==> config.mk <==
export PLATFORM = sky130hd
export DESIGN_NAME = instr_sequencer
export DESIGN_NICKNAME = d
export VERILOG_FILES = /design/src/rtl/instr_sequencer_pkg.sv /design/src/rtl/instr_sequencer_seq_pc.sv /design/src/rtl/instr_sequencer.sv
export SDC_FILE = /design/constraint.sdc
export NUM_CORES = 1
export LEC_CHECK = 0
export BUFFER_PORTS_ARGS = -buffer_cell sky130_fd_sc_hd__buf_2
export CORE_MARGIN = 8
export CORE_UTILIZATION = 51
export DETAILED_ROUTE_END_ITERATION = 7
export PLACE_DENSITY = 0.95
export SYNTH_ARGS = -nofsm -noshare
export SYNTH_HDL_FRONTEND = slang
export SYNTH_HIERARCHICAL = 1
export SYNTH_SLANG_ARGS = --single-unit
==> constraint.sdc <==
create_clock -name clk_i -period 3.3 [get_ports clk_i]
set_input_delay 0.495 -clock clk_i [delete_from_list [all_inputs] [get_ports clk_i]]
set_output_delay 0.495 -clock clk_i [all_outputs]
set_load 0.01 [all_outputs]
==> src/rtl/instr_sequencer_pkg.sv <==
// Shared definitions for the multi-cycle instruction sequencer: opcodes,
// instruction field positions, FSM encoding and opcode classification helpers.
package instr_sequencer_pkg;

  localparam logic [3:0] OP_NOP  = 4'h0;
  localparam logic [3:0] OP_ADD  = 4'h1;
  localparam logic [3:0] OP_SUB  = 4'h2;
  localparam logic [3:0] OP_AND  = 4'h3;
  localparam logic [3:0] OP_OR   = 4'h4;
  localparam logic [3:0] OP_XOR  = 4'h5;
  localparam logic [3:0] OP_NOT  = 4'h6;
  localparam logic [3:0] OP_SHL  = 4'h7;
  localparam logic [3:0] OP_SHR  = 4'h8;
  localparam logic [3:0] OP_LDI  = 4'h9;
  localparam logic [3:0] OP_MOV  = 4'hA;
  localparam logic [3:0] OP_JMP  = 4'hB;
  localparam logic [3:0] OP_JZ   = 4'hC;
  localparam logic [3:0] OP_JNZ  = 4'hD;
  localparam logic [3:0] OP_RSVD = 4'hE;
  localparam logic [3:0] OP_HALT = 4'hF;

  localparam int OP_HI  = 31;
  localparam int OP_LO  = 28;
  localparam int IMM_HI = 22;
  localparam int IMM_LO = 15;
  localparam int RD_HI  = 14;
  localparam int RD_LO  = 10;
  localparam int RS2_HI = 9;
  localparam int RS2_LO = 5;
  localparam int RS1_HI = 4;
  localparam int RS1_LO = 0;

  typedef enum logic [2:0] {
    S_IDLE,
    S_FETCH,
    S_DECODE,
    S_EXEC,
    S_WB,
    S_HALT
  } state_e;

  function automatic logic is_alu_op(input logic [3:0] op);
    return (op >= OP_ADD) && (op <= OP_SHR);
  endfunction

  function automatic logic writes_rd(input logic [3:0] op);
    return is_alu_op(op) || (op == OP_LDI) || (op == OP_MOV);
  endfunction

endpackage

==> src/rtl/instr_sequencer_seq_pc.sv <==
// Program counter: advances once per instruction, either to a jump target
// or to PC+1 with silent wrap at 2^PC_W.
module seq_pc
  import instr_sequencer_pkg::*;
#(
  parameter int PC_W = 8
) (
  input  logic            clk_i,
  input  logic            rst_i,
  input  logic            adv_i,
  input  logic            load_i,
  input  logic [PC_W-1:0] target_i,
  output logic [PC_W-1:0] pc_o
);

  logic [PC_W-1:0] pc_q, pc_d;

  always_comb begin
    pc_d = pc_q;
    if (adv_i) pc_d = load_i ? target_i : pc_q + PC_W'(1);
  end

  always_ff @(posedge clk_i) begin
    if (rst_i) pc_q <= '0;
    else       pc_q <= pc_d;
  end

  assign pc_o = pc_q;

endmodule

==> src/rtl/instr_sequencer.sv <==
// Multi-cycle control FSM: fetch, decode (register read), execute (ALU control,
// branch decision) and write-back, plus ownership of the PC.
module instr_sequencer
  import instr_sequencer_pkg::*;
#(
  parameter int PC_W   = 8,
  parameter int DATA_W = 8
) (
  input  logic              clk_i,
  input  logic              rst_i,
  input  logic              start_i,
  output logic              imem_req_o,
  output logic [PC_W-1:0]   imem_addr_o,
  input  logic              imem_ack_i,
  input  logic [31:0]       imem_rdata_i,
  output logic [4:0]        rf_raddr1_o,
  output logic [4:0]        rf_raddr2_o,
  input  logic [DATA_W-1:0] rf_rdata1_i,
  output logic              rf_we_o,
  output logic [4:0]        rf_waddr_o,
  output logic [3:0]        alu_op_o,
  output logic              alu_src_imm_o,
  output logic [DATA_W-1:0] imm_o,
  output logic              busy_o,
  output logic              halted_o,
  output logic              illegal_o
);

  state_e      state_q, state_d;
  logic [31:0] ir_q, ir_d;
  logic        taken_q, taken_d;
  logic [PC_W-1:0] pc;

  logic [3:0] op;
  logic [7:0] imm8;
  logic [4:0] rd, rs1, rs2;
  logic       unused_ir;

  assign op        = ir_q[OP_HI:OP_LO];
  assign imm8      = ir_q[IMM_HI:IMM_LO];
  assign rd        = ir_q[RD_HI:RD_LO];
  assign rs2       = ir_q[RS2_HI:RS2_LO];
  assign rs1       = ir_q[RS1_HI:RS1_LO];
  assign unused_ir = ^ir_q[27:23];

  seq_pc #(.PC_W(PC_W)) u_pc (
    .clk_i    (clk_i),
    .rst_i    (rst_i),
    .adv_i    (state_q == S_WB),
    .load_i   (taken_q),
    .target_i (PC_W'(imm8)),
    .pc_o     (pc)
  );

  always_ff @(posedge clk_i) begin
    if (rst_i) begin
      state_q <= S_IDLE;
      ir_q    <= '0;
      taken_q <= 1'b0;
    end else begin
      state_q <= state_d;
      ir_q    <= ir_d;
      taken_q <= taken_d;
    end
  end

  assign imem_addr_o = pc;

  always_comb begin
    state_d       = state_q;
    ir_d          = ir_q;
    taken_d       = taken_q;
    imem_req_o    = 1'b0;
    rf_raddr1_o   = '0;
    rf_raddr2_o   = '0;
    rf_we_o       = 1'b0;
    rf_waddr_o    = '0;
    alu_op_o      = '0;
    alu_src_imm_o = 1'b0;
    imm_o         = '0;
    busy_o        = 1'b0;
    halted_o      = 1'b0;
    illegal_o     = 1'b0;

    unique case (state_q)
      S_IDLE: begin
        if (start_i) state_d = S_FETCH;
      end
      S_HALT: begin
        halted_o = 1'b1;
        if (start_i) state_d = S_FETCH;
      end
      S_FETCH: begin
        busy_o     = 1'b1;
        imem_req_o = 1'b1;
        if (imem_ack_i) begin
          ir_d    = imem_rdata_i;
          state_d = S_DECODE;
        end
      end
      S_DECODE: begin
        busy_o      = 1'b1;
        rf_raddr1_o = rs1;
        rf_raddr2_o = rs2;
        state_d     = S_EXEC;
      end
      S_EXEC: begin
        busy_o        = 1'b1;
        rf_raddr1_o   = rs1;
        rf_raddr2_o   = rs2;
        alu_op_o      = is_alu_op(op) ? op : 4'h0;
        alu_src_imm_o = (op == OP_LDI) || (op == OP_MOV);
        imm_o         = DATA_W'(imm8);
        illegal_o     = (op == OP_RSVD);
        // rs1 data arrives this cycle; capture the decision for the PC update in WB
        taken_d = (op == OP_JMP) ||
                  ((op == OP_JZ)  && (rf_rdata1_i == '0)) ||
                  ((op == OP_JNZ) && (rf_rdata1_i != '0));
        state_d = S_WB;
      end
      S_WB: begin
        busy_o     = 1'b1;
        rf_we_o    = writes_rd(op);
        rf_waddr_o = rd;
        state_d    = (op == OP_HALT) ? S_HALT : S_FETCH;
      end
      default: state_d = S_IDLE;
    endcase
  end

endmodule

==> results of run 1 <==
[critical path, delay by kind of cell (launching register included)]
kind	cells	cell delay [ps]
buf+inv	1	170
simple gates	3	1100
flops	1	420
[cell families after synthesis]
| family | count (synthesis) |
|---|---|
| buffers and inverters | 24 |
| AO/OA/AOI/OAI | 60 |
| multiplexers | 1 |
| XOR/XNOR | 2 |
| adder cells (fa/ha/maj) | 1 |
| flip-flops | 39 |
| AND/OR/NAND/NOR | 130 |
[sequential cells by signal (all words and copies together) (netlist names)]
name       count
ir_q          27
u_pc/pc_o      8
state_q        3
taken_q        1
[synth_stat cells (2+ instances only)]
| cell | count | share of area [%] |
|---|---|---|
| buf_2 | 6 | 1.5 |
| o21ai_1 | 2 | 0.51 |
| nand4b_1 | 3 | 1.3 |
| nand2_1 | 60 | 12 |
| o211ai_1 | 3 | 1.2 |
| clkbuf_1 | 9 | 1.7 |
| and2_1 | 13 | 4.2 |
| o21ai_0 | 3 | 0.77 |
| or4_1 | 4 | 1.5 |
| nand3_1 | 3 | 0.77 |
| dfxtp_1 | 39 | 40 |
| and3_1 | 18 | 5.8 |
| nand2b_1 | 2 | 0.64 |
| nor3_1 | 2 | 0.51 |
| nor2_1 | 9 | 1.7 |
| xnor2_1 | 2 | 0.90 |
| a21oi_1 | 38 | 9.7 |
| buf_6 | 2 | 1.2 |
| a31oi_1 | 4 | 1.3 |
| nand4_1 | 2 | 0.64 |
| nor4_1 | 2 | 0.64 |
| inv_1 | 4 | 0.77 |
| nor3b_1 | 4 | 1.5 |
| a211oi_1 | 3 | 1.2 |
[layer usage]
metal	wire length, um	GRT usage [%]
met1	2080	17.3
met2	2580	29.5
met3	421	7.72
met4	59	5.37
met5	0	0
[power by group through the flow]
stage	clock [mW]	combinational [mW]	sequential, mW
4_1_cts	0.294	0.115	0.519
5_1_grt	0.317	0.129	0.523
3_3_place_gp	0	0.111	0.527
3_5_place_dp	0	0.114	0.530
6_report	0.287	0.113	0.519
2_1_floorplan	0	0.0845	0.516
[layout make-up]
| class | instances | share of cell area, % |
|---|---|---|
| clock buffer | 6 | 3.04 |
| timing repair buffer | 80 | 16.9 |
| inverter | 4 | 0.629 |
| multi-input combinational | 194 | 44.3 |
| sequential | 39 | 32.7 |
| tap | 48 | 2.51 |
[worst paths after layout]
path                                         endpoint  slack, ps  cells after the start
worst max-delay path                      alu_op_o[2]        820                      4
worst max register to register  ir_q[28]$_SDFFE_PP0P_       1080                      4
worst min-delay path             ir_q[6]$_SDFFE_PP0P_        440                      3
worst min register to register   ir_q[6]$_SDFFE_PP0P_        450                      2
==> metrics.md, run 1 <==
| Metric | Value |
|---|---|
| Largest family of logic cells by synthesized area | `simple AND/OR/NAND/NOR gates` |
| Synth Area in Adders | `0.640%` |
| Post-Synth XOR/XNOR Area | `0.896%` |
| Fillers | `approximately 360` |
| Post-synth EDFFs | `0` |
| Number of global-route vias before repair | `1910` |
| DIE AREA | `6070 sq um` |
| RSZ-0062 raised after global routing | `no` |
| Antenna fix cells | `0` |
| Overall power | `919 uW` |
| Min Hold Slack | `440 ps` |
| Post-DP HPWL | `3.84 mm` |
| Resized cells post-CTS | `0` |
| Register area | `between 700 and 800 sq um` |
| Core ar. | `between 3000 and 4000 sq um` |
| Hold Path Origin | `imem_rdata_i[6]` |
| Sw frac | `25.6%` |
| Clock skew | `2.52 ps` |
| Layout cell share with drive strength beyond 1 | `27.2%` |
| CTS H-tree lvls | `2` |
| Worst rel slew slack | `35.6%` |
| DR vias/cell | `5.29` |
| Post-place setup slack | `1080 ps` |
| Hold Crit Class | `in -> reg` |
| Post-detailed-route count of antenna-violating nets | `0` |
| Fin nets | `369` |
| Status | `finished, final reports clean` |
| Final Util | `64.8%` |
| Reg clk slew, reported paths | `70 ps` |
| WP data arrival | `1990 ps` |
| Fin crit share | `75.2%` |
| Footprint of the multi-input gates | `1060 sq um` |
| Leakage | `approximately 1.1 nW` |
| # rows | `22` |
| Critical Path Source | `state_q[2]$_SDFFE_PP0P_` |
| CP required | `2800 ps` |
| Crit path launch type | `flip-flop` |
| Sequential share of power | `56.5%` |
| Max stage delay on crit path | `650 ps` |
| Simple-Gate Fraction of Synth Area | `around 35%` |
| Vias | `a little under 2000` |
| Primary FF master, synth | `dfxtp_1` |
| NetSw | `236 uW` |
| Crit. End Element | `primary output` |
| Post-synth ARST share | `0%` |
| Synth Area per Inst | `7.61 sq um` |
| Most frequent cells in the layout | `79 x buf_2, 60 x nand2_1, 39 x dfxtp_1, 38 x a21oi_1, 18 x and3_1` |
| Slew @ Worst Pin | `966 ps` |
| Final Cell Area | `approximately 2400 sq um` |
| Cell count after synthesis | `about 260` |
| Worst path slowest cell | `and2b_1` |
| Worst-skew pair later-pin latency | `280 ps` |
| Post-synthesis cell type count | `44` |
| Mux cell area share after synthesis | `0.512%` |
| Seq/Total Area, Yosys | `39.9%` |
| PD cells | `385 nW/um^2` |
| Final slew viol count | `0` |
| DR DRC count | `0` |
| Worst-path cell chain | `and2b_1 -> nand2_1 -> nor3b_1 -> buf_2` |
| Final Hold Viols | `0` |
| Max_cap viols | `0` |
| Largest net degree at the start of global routing | `41` |
| Die height | `about 80 um` |
| Synth warn | `6` |
| Comb power frac | `between 10% and 20%` |
| Compound-gate portion of the synthesized area | `about 17%` |
| WL final | `5.14 mm` |
| GRT Residual Overflow | `0` |
| Max frequency | `403 MHz` |
| R2R Path Start | `state_q[0]$_SDFFE_PP0P_` |
| Int Pwr | `approximately 680 uW` |
| Area after DPL | `about 2300 sq um` |
| Mean routed wirelength per cell | `~14 um` |
| Total CTS buffers | `5` |
| Kind of critical path | `reg -> out` |
| CTS tree | `done` |
| P&R area growth vs syn | `22.1%` |
| GP Congestion | `0.831` |
| IO Port Bufs | `79` |
| Post-route setup slack | `819 ps` |
| Commonest non-fill, non-tap cell in the layout | `buf_2` |
| Clock share of power | `just over 30%` |
| Final setup viols | `0` |
| First-pass GRT wire length | `roughly 8.5 mm` |
| All-layer global routing usage | `between 10% and 20%` |
| Clk sinks | `39` |
| Ports | `85` |
| Root Driver | `clkbuf_8` |
| Initial antenna violation count | `0` |
| Placed insts | `365` |
| TNS Setup | `0 ps` |
| Clock buffer depth | `2` |
| FF+latch count, synth | `39` |
| Post-Syn Area | `1960 sq um` |
| Peak VDD IR | `0.000256 V` |
| Post-Syn Nets | `302` |
| Max FO, Critical Path | `24` |
| # Post-CTS Setup Buffers | `0` |
| Initial Util | `53.0%` |
| Initial DRC Count | `213` |
| Die width | `77.9 um` |
| Final non-filler cell total | `~370` |
| DRT Pass-1 Iters | `4` |
| Min cycle time layout | `2480 ps` |
| Hold Buf Count CTS | `0` |
(Power assumes the default switching activity.)
==> inputs of run 2 (changes only) <==
- CORE_UTILIZATION: 51 -> 42
- PLACE_DENSITY: 0.95 -> 0.85
- clock period: 3.3 -> 2 ns (I/O delays scaled with it)
==> run 2 against run 1 <==
Net effect:
- die area increased by 17%
- combinational power rose by 88%
- first-iteration DRC count decreased by 45%
- clock skew about the same
- routed wire length is 9.9% higher
- sequential share of layout area shrank 1.2 points
- non-clock buffer count up 9
- sequential power up 64%
- hold slack worse by 200 ps
- utilization decreased by 11 points
- cell area rose by 3.9%
- clock power is 87% higher
- largest cell class unchanged
==> metrics.md, run 2 (synthesis gave the netlist of run 1 again) <==
| Metric | Value |
|---|---|
| Status | `finished, final reports clean (unchanged)` |
| Min cycle time layout | `1850 ps` |
| Initial antenna violation count | `0 (unchanged)` |
| Clock buffer depth | `2 (unchanged)` |
| Highest routed layer | `met4 (unchanged)` |
| Hold path depth | `3 (unchanged)` |
| RSZ-0062 raised after global routing | `no (unchanged)` |
| Largest net degree at the start of global routing | `26 (was 41)` |
| Fin nets | `378 (was 369)` |
| Reg clk slew, reported paths | `80 ps (was 70 ps)` |
| Top delay family on crit path | `simple AND/OR/NAND/NOR gates (unchanged)` |
| Clock skew | `2.97 ps (was 2.52 ps)` |
| Max_cap viols | `0 (unchanged)` |
| Worst-skew pair later-pin latency | `290 ps (was 280 ps)` |
| R2R Path Start | `state_q[0]$_SDFFE_PP0P_ (unchanged)` |
| DRT Pass-1 Iters | `4 (unchanged)` |
| R2R setup slack | `370 ps (was 1080 ps)` |
| Metal-1 WL | `2.15 mm (was 2.08 mm)` |
| Post-detailed-route count of antenna-violating nets | `0 (unchanged)` |
| Hold Path Origin | `imem_rdata_i[15] (was imem_rdata_i[6])` |
| WL final | `5.65 mm (was 5.14 mm)` |
| Max stage delay on crit path | `540 ps (was 650 ps)` |
| DIE AREA | `7100 sq um (was 6070 sq um)` |
| WP buf/inv | `1 (unchanged)` |
| Placed insts | `380 (was 365)` |
| Max reg flops | `27 (unchanged)` |
| P&R area growth vs syn | `26.9% (was 22.1%)` |
| Comb power frac | `13.2% (was 12.3%)` |
| Hold Buf Count CTS | `0 (unchanged)` |
| Final setup viols | `0 (unchanged)` |
| Hold EP | `ir_q[15]$_SDFFE_PP0P_ (was ir_q[6]$_SDFFE_PP0P_)` |
| Layout cell share with drive strength beyond 1 | `30.2% (was 27.2%)` |
| Fin crit share | `92.7%` |
| # Post-CTS Setup Buffers | `0 (unchanged)` |
| Crit path launch type | `flip-flop (unchanged)` |
| IO Port Bufs | `79 (unchanged)` |
| First-pass GRT wire length | `9.43 mm (was 8.53 mm)` |
| Die width | `84.2 um (was 77.9 um)` |
| DR DRC count | `0 (unchanged)` |
| Leakage | `1.12 nW (was 1.07 nW)` |
| CTS tree | `done (unchanged)` |
| Slew @ Worst Pin | `520 ps (was 966 ps)` |
| Final non-filler cell total | `388 (was 371)` |
| Worst path slowest cell | `or4_1 (was and2b_1)` |
| Worst-path cell chain | `or4_1 -> and3_1 -> buf_2 (was and2b_1 -> nand2_1 -> nor3b_1 -> buf_2)` |
| Ports | `85 (unchanged)` |
| All-layer global routing usage | `15.7% (was 16.8%)` |
| Commonest non-fill, non-tap cell in the layout | `buf_2 (unchanged)` |
| Final Util | `54.0% (was 64.8%)` |
| R2R cell count | `5 (was 4)` |
| Initial Util | `42.5% (was 53.0%)` |
| Worst rel slew slack | `65.3% (was 35.6%)` |
| Clk sinks | `39 (unchanged)` |
| WP data arrival | `1550 ps (was 1990 ps)` |
| Int Pwr | `1.15 mW (was 683 uW)` |
| PD cells | `646 nW/um^2 (was 385 nW/um^2)` |
| Sequential share of power | `53.2% (was 56.5%)` |
| GP Congestion | `0.853 (was 0.831)` |
| CTS H-tree lvls | `2 (unchanged)` |
| Number of global-route vias before repair | `2060 (was 1910)` |
| Core ar. | `4600 sq um (was 3690 sq um)` |
| Reg-to-reg endpoint | `ir_q[0]$_SDFFE_PP0P_ (was ir_q[28]$_SDFFE_PP0P_)` |
| Kind of critical path | `reg -> out (unchanged)` |
| Root Driver | `clkbuf_8 (unchanged)` |
| Hold Crit Class | `in -> reg (unchanged)` |
| WL met2 | `2.86 mm (was 2.58 mm)` |
| Final slew viol count | `0 (unchanged)` |
| DR WL met3 | `543 um (was 421 um)` |
| CP required | `1700 ps (was 2800 ps)` |
| Max frequency | `539 MHz` |
| Fillers | `442 (was 362)` |
| Resized cells post-CTS | `0 (unchanged)` |
| Total CTS buffers | `5 (unchanged)` |
| Final Hold Viols | `0 (unchanged)` |
| # rows | `25 (was 22)` |
| TNS Setup | `0 ps (unchanged)` |
| NetSw | `450 uW (was 236 uW)` |
| Antenna fix cells | `0 (unchanged)` |
| Most frequent cells in the layout | `79 x buf_2, 60 x nand2_1, 38 x a21oi_1, 38 x dfxtp_1, 18 x and3_1 (was 79 x buf_2, 60 x nand2_1, 39 x dfxtp_1, 38 x a21oi_1, 18 x and3_1)` |
| Sw frac | `28.1% (was 25.6%)` |
| Peak VDD IR | `0.000564 V (was 0.000256 V)` |
| Post-DP HPWL | `4.19 mm (was 3.84 mm)` |
| GRT Residual Overflow | `0 (unchanged)` |
| Clock share of power | `33.6% (was 31.2%)` |
| Min Hold Slack | `236 ps (was 440 ps)` |
| Mean routed wirelength per cell | `14.6 um (was 13.9 um)` |
| Crit. End Element | `primary output (unchanged)` |
| Die height | `84.2 um (was 77.9 um)` |
| Most flops, register | `ir_q (unchanged)` |
| Initial DRC Count | `118 (was 213)` |
| Vias | `2055 (was 1961)` |
| Max FO, Critical Path | `9 (was 24)` |
| DR vias/cell | `5.30 (was 5.29)` |
run 2: cell types whose count changed in the layout (fill, tap and decap cells not counted):
cell	previous run	this run
buf_4	1	10
clkinv_2	0	1
clkinvlp_4	0	2
dfxtp_1	39	38
dfxtp_2	0	1
clkbuf_1	1	0
run 2: worst max-delay path by stage:
stage / startpoint / to / depth (start not counted)
floorplan: state_q[2]$_SDFFE_PP0P_ / u_pc/pc_o[7]$_SDFFE_PP0P_ / 6
global placement: state_q[2]$_SDFFE_PP0P_ / u_pc/pc_o[7]$_SDFFE_PP0P_ / 5
detailed placement: state_q[2]$_SDFFE_PP0P_ / u_pc/pc_o[7]$_SDFFE_PP0P_ / 5
CTS: state_q[2]$_SDFFE_PP0P_ / imm_o[6] / 4
global route: state_q[2]$_SDFFE_PP0P_ / alu_op_o[2] / 4
finish: ir_q[28]$_SDFFE_PP0P_ / rf_we_o / 3
run 2: metal layers:
metal  global-route usage, %  vias to the layer above
li1                        -                     1037
met1                    16.1                      938
met2                    27.2                       71
met3                    6.97                        9
met4                    5.97                        0
met5                       0                        -
run 2: power by group through the flow:
stage / Sequential, mW / Clock, mW / Combinational, mW
final: 0.853 / 0.538 / 0.212
after global routing: 0.861 / 0.583 / 0.236
after CTS: 0.852 / 0.558 / 0.213
after detailed placement: 0.870 / 0 / 0.213
after global placement: 0.867 / 0 / 0.208
after floorplan: 0.851 / 0 / 0.139
run 2: cell type report:
type                            count  area, sq um  share of cell area (%)
Multi-Input combinational cell    194         1060                    42.6
Timing Repair Buffer               89          470                    19.0
Clock buffer                        5         68.8                    2.77
Inverter                            4         15.0                   0.605
Clock inverter                      3         20.0                   0.807
Sequential cell                    39          782                    31.5
Tap cell                           54         67.6                    2.72
run 2: stage by stage:
stage / cell area [sq um] / power [mW] / setup slack [ps]
after CTS: 2480 / 1.62 / 27.6
after floorplan: 1960 / 0.991 / 444
final: 2480 / 1.60 / 146
after global routing: 2480 / 1.68 / 55.3
after detailed placement: 2390 / 1.08 / 269
after global placement: 2390 / 1.07 / 335
run 2: worst register-to-register path, stage by stage, from the launching register on:
cell	delay, ps
dfxtp_1	590
nor3b_2	330
and2_1	190
buf_4	230
nand2_1	90
a21oi_1	130
